[config.mk]
export PLATFORM = sky130hd
export DESIGN_NAME = gf180mcu_fd_sc_mcu9t5v0__bufarb_flat
export DESIGN_NICKNAME = d
export VERILOG_FILES = /design/src/rtl/gf180mcu_fd_sc_mcu9t5v0__bufarb_if.sv /design/src/rtl/gf180mcu_fd_sc_mcu9t5v0__bufarb.sv /design/src/flat_wrapper.sv
export SDC_FILE = /design/constraint.sdc
export NUM_CORES = 1
export LEC_CHECK = 0
export ABC_CLOCK_PERIOD_IN_PS = 4700
export BUFFER_PORTS_ARGS = -buffer_cell sky130_fd_sc_hd__clkbuf_2
export CAP_MARGIN = 10
export CORE_ASPECT_RATIO = 0.5
export CORE_UTILIZATION = 28
export CTS_CLUSTER_SIZE = 10
export DETAILED_ROUTE_END_ITERATION = 6
export PLACE_DENSITY = 0.55
export REMOVE_ABC_BUFFERS = 1
export SKIP_LAST_GASP = 1
export SLEW_MARGIN = 5
export SYNTH_ARGS = -nofsm -noshare
export SYNTH_HDL_FRONTEND = slang
export SYNTH_SLANG_ARGS = --single-unit
[constraint.sdc]
create_clock -name CLK -period 4.7 [get_ports CLK]
set_input_delay 0.94 -clock CLK [delete_from_list [all_inputs] [get_ports CLK]]
set_output_delay 0.94 -clock CLK [all_outputs]
set_load 0.02 [all_outputs]
[src/rtl/gf180mcu_fd_sc_mcu9t5v0__bufarb_if.sv]
// Request/data/grant bundle between the requesters and the shared-driver arbiter.
// The arbiter's sequencing and drive behaviour live in gf180mcu_fd_sc_mcu9t5v0__bufarb.
interface gf180mcu_fd_sc_mcu9t5v0__bufarb_if #(
    parameter int N = 4
);
    logic [N-1:0] REQ;
    logic [N-1:0] I;
    logic [N-1:0] GNT;
    logic         Z;
    logic         BUSY;

    modport master (output REQ, output I, input GNT, input Z, input BUSY);
    modport slave  (input REQ, input I, output GNT, output Z, output BUSY);
endinterface

[src/rtl/gf180mcu_fd_sc_mcu9t5v0__bufarb.sv]
// Round-robin owner sequencing for a shared buffered driver, with min/max tenure and a dead cycle.
// GF180MCU_FD_SC_MCU9T5V0__BUFARB_PARK_EN: Z parks on the last owner's bit outside GRANT instead of 0.
module gf180mcu_fd_sc_mcu9t5v0__bufarb #(
    parameter int N        = 4,
    parameter int HOLD_MIN = 2,
    parameter int HOLD_MAX = 16
) (
    input  logic CLK,
    input  logic RST,
    gf180mcu_fd_sc_mcu9t5v0__bufarb_if.slave bus
);
    // state   | meaning
    // S_IDLE  | no owner, arbitrate on any REQ
    // S_GRANT | owner drives Z, tenure counting
    // S_TURN  | one dead cycle between owners, arbitrate again
    typedef enum logic [1:0] {S_IDLE, S_GRANT, S_TURN} state_t;

    localparam int         OW    = (N > 1) ? $clog2(N) : 1;
    localparam logic [8:0] L_MIN = 9'(HOLD_MIN);
    localparam logic [8:0] L_MAX = 9'(HOLD_MAX);

    state_t          r_state, w_state_nxt;
    logic [OW-1:0]   r_owner, w_owner_nxt;
    logic [OW-1:0]   r_last, w_last_nxt;
    logic [7:0]      r_ten, w_ten_nxt;
    logic [N-1:0]    r_gnt, w_gnt_nxt;
    logic            r_busy;
    logic [OW-1:0]   w_pick;
    logic [OW-1:0]   w_idx;
    logic            w_any;
    logic [8:0]      w_ten_p1;
    logic            w_release;
    logic            w_z_idle;

    // Search upward from last+1 so the most recent owner ranks lowest.
    always_comb begin
        w_any  = 1'b0;
        w_pick = '0;
        w_idx  = '0;
        for (int k = 1; k <= N; k++) begin
            w_idx = OW'((int'(r_last) + k) % N);
            if (!w_any && bus.REQ[w_idx]) begin
                w_any  = 1'b1;
                w_pick = w_idx;
            end
        end
    end

    assign w_ten_p1  = {1'b0, r_ten} + 9'd1;
    assign w_release = ((!bus.REQ[r_owner]) && (w_ten_p1 >= L_MIN)) || (w_ten_p1 == L_MAX);

    always_comb begin
        w_state_nxt = r_state;
        w_owner_nxt = r_owner;
        w_last_nxt  = r_last;
        w_ten_nxt   = r_ten;
        case (r_state)
            S_IDLE, S_TURN: begin
                if (w_any) begin
                    w_state_nxt = S_GRANT;
                    w_owner_nxt = w_pick;
                    w_last_nxt  = w_pick;
                    w_ten_nxt   = '0;
                end else begin
                    w_state_nxt = S_IDLE;
                end
            end
            S_GRANT: begin
                if (w_release) begin
                    w_state_nxt = S_TURN;
                end else begin
                    w_ten_nxt = (w_ten_p1 >= L_MAX) ? L_MAX[7:0] : w_ten_p1[7:0];
                end
            end
            default: w_state_nxt = S_IDLE;
        endcase
    end

    always_comb begin
        w_gnt_nxt = '0;
        if (w_state_nxt == S_GRANT) begin
            w_gnt_nxt[w_owner_nxt] = 1'b1;
        end
    end

    always_ff @(posedge CLK) begin
        if (RST) begin
            r_state <= S_IDLE;
            r_owner <= '0;
            r_last  <= OW'(N - 1);
            r_ten   <= '0;
            r_gnt   <= '0;
            r_busy  <= 1'b0;
        end else begin
            r_state <= w_state_nxt;
            r_owner <= w_owner_nxt;
            r_last  <= w_last_nxt;
            r_ten   <= w_ten_nxt;
            r_gnt   <= w_gnt_nxt;
            r_busy  <= (w_state_nxt != S_IDLE);
        end
    end

`ifdef GF180MCU_FD_SC_MCU9T5V0__BUFARB_PARK_EN
    logic r_z_park;

    // Keeps the shared line at its last driven level so the handover does not glitch.
    always_ff @(posedge CLK) begin
        if (RST) begin
            r_z_park <= 1'b0;
        end else if (r_state == S_GRANT) begin
            r_z_park <= bus.I[r_owner];
        end
    end

    assign w_z_idle = r_z_park;
`else
    assign w_z_idle = 1'b0;
`endif

    assign bus.GNT  = r_gnt;
    assign bus.BUSY = r_busy;
    assign bus.Z    = (r_state == S_GRANT) ? bus.I[r_owner] : w_z_idle;
endmodule

[src/flat_wrapper.sv]
// flat-port wrapper written by rule: the top's interface ports become plain ports
module gf180mcu_fd_sc_mcu9t5v0__bufarb_flat 
#(
    parameter int N        = 4,
    parameter int HOLD_MIN = 2,
    parameter int HOLD_MAX = 16
)
  (CLK, RST, bus_REQ, bus_I, bus_GNT, bus_Z, bus_BUSY);
  gf180mcu_fd_sc_mcu9t5v0__bufarb_if #(.N(N)) bus_i ();
  input  logic CLK;
  input  logic RST;
  input wire logic [$bits(bus_i.REQ)-1:0] bus_REQ;
  input wire logic [$bits(bus_i.I)-1:0] bus_I;
  output wire logic [$bits(bus_i.GNT)-1:0] bus_GNT;
  output wire logic [$bits(bus_i.Z)-1:0] bus_Z;
  output wire logic [$bits(bus_i.BUSY)-1:0] bus_BUSY;
  assign bus_i.REQ = bus_REQ;
  assign bus_i.I = bus_I;
  assign bus_GNT = bus_i.GNT;
  assign bus_Z = bus_i.Z;
  assign bus_BUSY = bus_i.BUSY;
  gf180mcu_fd_sc_mcu9t5v0__bufarb #(.N(N), .HOLD_MIN(HOLD_MIN), .HOLD_MAX(HOLD_MAX)) u_core (.CLK(CLK), .RST(RST), .bus(bus_i));
endmodule
# [Word level (Yosys, flattened, before mapping)]
# Cells that the tools add are included.
# W data, S select, Z words.
[word_totals] ff_bits=19 romBits=0 mem_count=0 inputBits=10 mem_bits_rw=0 output_inout_bits=6 word_cells=76 latch_bits=0
[classes] n_mul=0 n_eq_ne=6 bitwise=1 div=0 mux=32 order_cmp=9 addsub=5 n_shift=0 n_reduce_logical=17
[ops] op="$mux W8" count=3
[ops] op="$lt A2 B3 Y1 const B" count=6
[ops] op="$pmux W8 S2" count=1
[ops] op="$mux W2" count=7
[ops] op="$mux W1" count=13
[ops] op="$bmux W1 S2" count=6
[ops] op="$add A8 B1 Y9 const B" count=1
[ops] op="$eq A9 B5 Y1 const B" count=1
[ops] op="$ge A9 B2 Y1 const B" count=1
[ops] op="$ge A9 B5 Y1 const B" count=1
[ops] op="$logic_and A1 B1 Y1" count=5
[ops] op="$add A2 B1 Y2 const B" count=2
[ops] op="$add A2 B2 Y2 const B" count=2
[ops] op="$eq A2 B1 Y1 const B" count=2
[ops] op="$logic_not A1 Y1" count=4
[ops] op="$pmux W2 S2" count=1
[ops] op="$reduce_bool A2 Y1" count=2
[ops] op="$reduce_or A2 Y1" count=2
[ops] op="$reduce_and A3 Y1" count=1
[ops] op="$demux W1 S2" count=1
[ops] op="$eq A2 B2 Y1 const B" count=1
[ops] op="$ge A2 B1 Y1 const B" count=1
[ops] op="$logic_not A2 Y1" count=1
[ops] op="$ne A2 B1 Y1 const B" count=1
[ops] op="4 further kinds" count=4

# [Longest topological paths before layout]
# Gate-level depths: netlist (run 1).
[logic_depth] depth_word=19 depth_mapped=8 mapped_depth_nobuf=8

# [Least setup slack after synthesis (run 1)]
# Ideal clock, no wire load.
[synth_timing] path_kind="input to output" startpoint="input port bus_I[3]" endpoint="output port bus_Z" cell_stages=2 slack_ns=2.160 required_ns=3.760 path_buffers=0 arrival_time_ns=1.600 cell_sequence="mux4_2 -> and2_1"
[synth_between] elab_chain_cells=3
[synth_lines] item="start: declaration" line="flat_wrapper.sv:13" source="input wire logic [$bits(bus_i.I)-1:0] bus_I;"
[synth_lines] item="$bmux W1 S2" line="gf180mcu_fd_sc_mcu9t5v0__bufarb.sv:123" source="assign bus.Z = (r_state == S_GRANT) ? bus.I[r_owner] : w_z_idle;"
[synth_lines] item="$mux W1 (implied by the code)" line="gf180mcu_fd_sc_mcu9t5v0__bufarb.sv:123"
[synth_lines] item="$mux W1" line="gf180mcu_fd_sc_mcu9t5v0__bufarb.sv:123"
[synth_lines] item="end: declaration" line="flat_wrapper.sv:15" source="output wire logic [$bits(bus_i.Z)-1:0] bus_Z;"
# Every way passes these cells. The select of a mux whose other input is x is not followed.

# [Worst setup path after layout (run 1)]
# Same ends and word-level chain as after synthesis.

==> results of run 1 <==
==> worst reg2reg max path, stage by stage, from the launching register on <==
cell,delay [ns]
dfxtp_1,0.48
ha_1,0.31
nand2_1,0.11
o21ai_0,0.18
nand3_1,0.14
o31a_1,0.35
o31ai_4,0.41
a31oi_1,0.14
a311oi_1,0.26
==> how the worst min path moves through the flow <==
stage,start,endpoint,slack (ns),depth (start not counted)
5_1_grt,u_core.r_ten[7],u_core.r_ten[7],0.52,1
3_5_place_dp,u_core.r_ten[7],u_core.r_ten[7],0.48,1
3_3_place_gp,u_core.r_ten[7],u_core.r_ten[7],0.48,1
2_1_floorplan,u_core.r_ten[6],u_core.r_ten[6],0.45,1
6_report,u_core.r_ten[7],u_core.r_ten[7],0.49,1
4_1_cts,u_core.r_ten[7],u_core.r_ten[7],0.49,1
==> power by group <==
part           switching (W)  total (W)  internal (W)
logic              0.0000696   0.000118     0.0000485
registers          0.0000172   0.000196      0.000178
clock network      0.0000499   0.000110     0.0000602
total               0.000137   0.000424      0.000287
==> logic make-up after synthesis <==
logic type,Yosys count,synth area share (%)
buffers and inverters,6,2.66
XOR/XNOR,1,0.887
adder cells (fa/ha/maj),2,2.53
multiplexers,5,7.73
AND/OR/NAND/NOR,51,26.7
flip-flops,19,38.5
AO/OA/AOI/OAI,29,20.9
==> cell type report <==
| class | count | area (um^2) |
|---|---|---|
| fill | 332 | 2010 |
| multi-input combinational | 88 | 581 |
| sequential | 19 | 380 |
| timing repair buffer | 15 | 75.1 |
| tap | 48 | 60.1 |
| clock buffer | 4 | 45.0 |
| inverter | 4 | 15.0 |
==> sequential cells by signal, indices dropped and copies added (netlist names) <==
signal and flops:
u_core.r_ten 8, u_core.bus.GNT 4, u_core.r_last 2, u_core.r_owner 2
u_core.r_state 2, u_core.bus.BUSY 1
==> through the flow <==
stage	utilization [%]	std cells	hold WS [ns]	total power (W)	cell area, um^2
after CTS	36.5	178	0.494	0.000431	1160
final	36.5	178	0.493	0.000424	1160
after global placement	35.0	174	0.478	0.000318	1110
after global routing	36.5	178	0.519	0.000455	1160
after detailed placement	35.0	174	0.479	0.000318	1110
after floorplan	-	111	0.455	0.000284	976
==> metal layers <==
layer | up-vias | global-route usage, % | wire [um]
met5 | - | 0 | 0
met2 | 15 | 16.3 | 799
li1 | 448 | - | -
met1 | 376 | 17.5 | 1080
met4 | 0 | 6.00 | 25
met3 | 5 | 4.00 | 78
==> placed cells by master, fill, tap and decap left out, drive strengths merged <==
cell type  Yosys  layout
nand3b         1       1
o31ai          1       1
xnor2          1       1
nor3           6       6
o311ai         1       1
a221o          1       1
o2111a         1       1
o22ai          2       2
dfxtp         19      19
or2            1       1
a211o          2       2
and3           1       1
nor2b          2       2
a311oi         1       1
nor3b          2       2
o211a          1       1
ha             2       2
a21oi          6       6
o21ai          8       8
and4           1       1
mux2           1       1
and2           6       6
a21o           1       1
nand3          6       6
a21boi         1       1
o31a           1       1
mux2i          2       2
a31oi          2       2
nand2          7       7
nor2          15      15
mux4           2       2
inv            4       4
nand2b         3       3
clkbuf         1      19
==> out/results.ini, run 1 <==
[outcome]
outcome=complete, no violations

[yosys]
netlist_top_cells_count=dfxtp_1 (19), nor2_1 (15), nand2_1 (7)
syn-instance-count=113
ys_async_sr_fraction_pct=0
synth_area_um2=987
yosys-top-cells-area=dfxtp_1 (39%), nor2_1 (5.7%), mux4_2 (4.6%), and2_1 (3.2%), a21oi_1 (3.0%)
avgSynthCellArea_um2=8.74
ys.flop_type=dfxtp_1
yosysMostFrequentCell=dfxtp_1
synth.distinct_cells=38
synth-edff-count=0
yosysTopAreaCellShare_pct=38.5
ys.warnings.count=0
ys_seq_area_share_pct=38.5
synth_area_leader_cell=dfxtp_1
ys_ff_latch=19

[sta]
max_freq_ghz=0.368
setup_tns_ns=0
relSlewSlack_pct=62.0
finalSetupViolCount=0
fin_ws_ns=1.98
rsz0062_at_grt=false
slew_violations=0
hold_violations=0
worst_pin_slew_ns=0.564
min_period_over_period_pct=57.9
fin_skew_ns=0.00227
period_minus_slack_ns=2.72

[floorplan]
fp.dieH_um=44.0
fp.coreArea_um2=3170
dieWidth_um=86.0
die_area_um2=3780
rows=14
pin_count=16
start_util_pct=31.1

[cells_and_area]
n_antenna_cell=0
fin_nets=143
drive_gt1_share_pct=20.0
areaGrowthSynthToFinish_pct=17.1

[route]
drc_errors=0
drtIter0Drc=46
via_per_inst=4.74
vias=844
ant_nets=0
dr.pass1.iters=4
routedWlPerCell_um=11.2
routed_wl_um=1990

[setup_path]
crit_cells=4
rr_endpoint=u_core.r_ten[3]
r2r-start=u_core.r_ten[0]
arrival_ns=1.78
worst_setup_path_end_kind=output port
path_delay_family=multiplexers
path_class=in2out
crit_start=bus_I[3]
path_cells=clkbuf_2, mux4_2, and2_1, clkbuf_2
path_max_fanout=1
max_stage_delay_ns=0.45
cp_num_buf_inv=2
cpMostUsedCell=clkbuf_2
setup.worst_path.end=bus_Z
r2r_slack_ns=2.24
r2r_cells=8
required_ns=3.76
crit_slowest_cell=mux4_2
cp-start-kind=input port

[job]
drv_cap=0

[global_route]
grt.total_usage_pct=12.3
grt_pass1_wl_um=3440
grt_pass1_vias=727
antenna_found_initial=0
grt.overflow.total=0
grt_max_degree=13

[clocking]
cts.sinks=19
post_cts_resize_count=0
clk_pin_slew_ns=0.07
insertion_delay_ns=0.25
hold_buffers=0
postCtsSetupBuffers=0
cts_root_buf=clkbuf_8
clock_path_buffers=2
tritoncts=done
cts_max_level=1
cts_buffers=3

[place]
io_buffers=15
gp_congestion=0.776
pre_cts_slack_ns=1.98
dp_hpwl_um=1500

[power_and_ir_drop]
p_per_area_nw_per_um2=367
static-leakage-power_nw=0.475
peakVddDrop_uv=103

[worst_hold_path]
holdCritPathClass=reg2reg

No activity file was read; power rests on OpenSTA's default activity.
==> run 2, diff against run 1 <==
- ABC_AREA: unset -> 1
- ABC_CLOCK_PERIOD_IN_PS: 4700 -> 2500
- PLACE_DENSITY: 0.55 -> 0.56
- clock period: 4.7 -> 2.5 ns (I/O delays scaled with it)
==> out/results.ini, run 2 <==
[sta]
min_period_over_period_pct=81.5
relSlewSlack_pct=56.8
setup_tns_ns=0
hold_violations=0
period_minus_slack_ns=2.04
fin_skew_ns=0.00347
finalSetupViolCount=0
worst_pin_slew_ns=0.648
rsz0062_at_grt=false
slew_violations=0
max_freq_ghz=0.491

[floorplan]
start_util_pct=29.3
pin_count=16
fp.coreArea_um2=4400
rows=17
die_area_um2=4900
fp.dieH_um=50.0
dieWidth_um=98.0

[yosys]
ys.flop_type=dfxtp_1
avgSynthCellArea_um2=6.35
yosysMostFrequentCell=nand2_1
yosys-top-cells-area=dfxtp_1 (29%), nand2_1 (18%), inv_1 (8.1%), nor2_1 (7.9%), nand3_1 (5.4%)
ys_async_sr_fraction_pct=0
yosysTopAreaCellShare_pct=29.5
ys_ff_latch=19
netlist_top_cells_count=nand2_1 (61), inv_1 (28), nor2_1 (27), dfxtp_1 (19), nand3_1 (14)
synth_area_um2=1290
synth_area_leader_cell=dfxtp_1
ys_seq_area_share_pct=29.5
syn-instance-count=203
synth.distinct_cells=31
ys.warnings.count=0
synth-edff-count=0

[global_route]
grt.total_usage_pct=11.6
grt_pass1_vias=1073
grt.overflow.total=0
use_met2_pct=19.5
antenna_found_initial=0
grtUsageMet1_pct=15.0
grt_use_met3_pct=1.28
grt_max_degree=19
grt_pass1_wl_um=4560
busiest_layer=met2

[power_and_ir_drop]
static-leakage-power_nw=0.700
peakVddDrop_uv=317
p_per_area_nw_per_um2=1210

[route]
routedWlPerCell_um=9.56
drtIter0Drc=41
routed_wl_um=2630
drc_errors=0
ant_nets=0
via_per_inst=4.42
dr.pass1.iters=4
vias=1216

[clocking]
clock_path_buffers=2
cts_max_level=1
cts.sinks=19
postCtsSetupBuffers=0
cts_buffers=3
cts_root_buf=clkbuf_8
insertion_delay_ns=0.26
hold_buffers=0
post_cts_resize_count=0
tritoncts=done
clk_pin_slew_ns=0.08

[setup_path]
path_class=reg2reg
max_stage_delay_ns=0.74
path_cells=o21ai_0, nand2_1, nand2_4, nor2_4, nand3_4, nand2_8, nand2_2, nand2_1, nand2_1, nor2_1
arrival_ns=2.23
worst_setup_path_end_kind=register
cp-start-kind=register
path_delay_family=simple AND/OR/NAND/NOR gates
cpMostUsedCell=nand2_1
cp_num_buf_inv=0
path_max_fanout=18
crit_slowest_cell=dfxtp_1
required_ns=2.70

[outcome]
outcome=complete, no violations

[cells_and_area]
largest_reg_flops=8
final_cells=275
regMostFlops=u_core.r_ten
n_antenna_cell=0
fin_nets=231
final_common_cell=nand2_1
areaGrowthSynthToFinish_pct=12.4
most-common-layout-cells=nand2_1 (61), inv_1 (28), nor2_1 (27)
drive_gt1_share_pct=16.1

[place]
gp_congestion=0.879
io_buffers=15
dp_hpwl_um=2130
dp.cells=271

[job]
drv_cap=0

[worst_hold_path]
holdCritPathClass=reg2reg

-- run 2: path summary, 6_finish.rpt --
path / start / to / slack, ns / cells after the start
hold reg to reg: u_core.r_ten[7] / u_core.r_ten[7] / 0.46 / 2
setup reg to reg: u_core.r_last[0] / u_core.r_ten[4] / 0.46 / 10
hold / removal: u_core.r_ten[7] / u_core.r_ten[7] / 0.46 / 2
setup / recovery: u_core.r_last[0] / u_core.r_ten[4] / 0.46 / 10
-- run 2: stage by stage --
step	worst slack [ns]	area [um^2]	hold slack (ns)	total power (W)	util, %
finish	0.462	1450	0.463	0.00175	32.9
global route	0.206	1450	0.500	0.00193	32.9
global placement	0.484	1400	0.456	0.00153	31.8
detailed placement	0.467	1400	0.461	0.00154	31.8
CTS	0.438	1450	0.469	0.00177	32.9
floorplan	0.714	1250	0.437	0.00133	-
-- run 2: cell families (layout without fill, tap and decap cells) --
group           after synthesis  count (layout)  synth area share [%]
simple gates                121             121                  43.6
flops                        19              19                  29.5
xor+xnor                      2               2                  1.36
fa+ha+maj                     2               2                  1.94
compound gates               25              25                  11.9
buf+inv                      34              49                  11.6
-- run 2: worst min-delay path, cell delays in order (launching register included) --
cell	delay (ns)
dfxtp_1	0.31
inv_1	0.06
nor3_1	0.05
-- run 2: per-layer routing --
layer | wire, um | part of all wire, %
met2 | 1180 | 45
met4 | 44 | 1.7
met5 | 0 | 0
met1 | 1360 | 52
met3 | 44 | 1.7
-- run 2: layout make-up --
| type | instances | area [um^2] |
|---|---|---|
| clock buffer | 3 | 41.3 |
| clock inverter | 1 | 7.51 |
| fill | 489 | 2950 |
| inverter | 30 | 115 |
| multi-input combinational | 150 | 759 |
| sequential | 19 | 380 |
| tap | 57 | 71.3 |
| timing repair buffer | 15 | 75.1 |
-- run 2: power by group --
part / switching [W] / internal, W / leakage [nW]
clock network: 0.000109 / 0.000112 / 0.0217
registers: 0.0000914 / 0.000389 / 0.156
logic: 0.000699 / 0.000350 / 0.522
total: 0.000900 / 0.000851 / 0.700
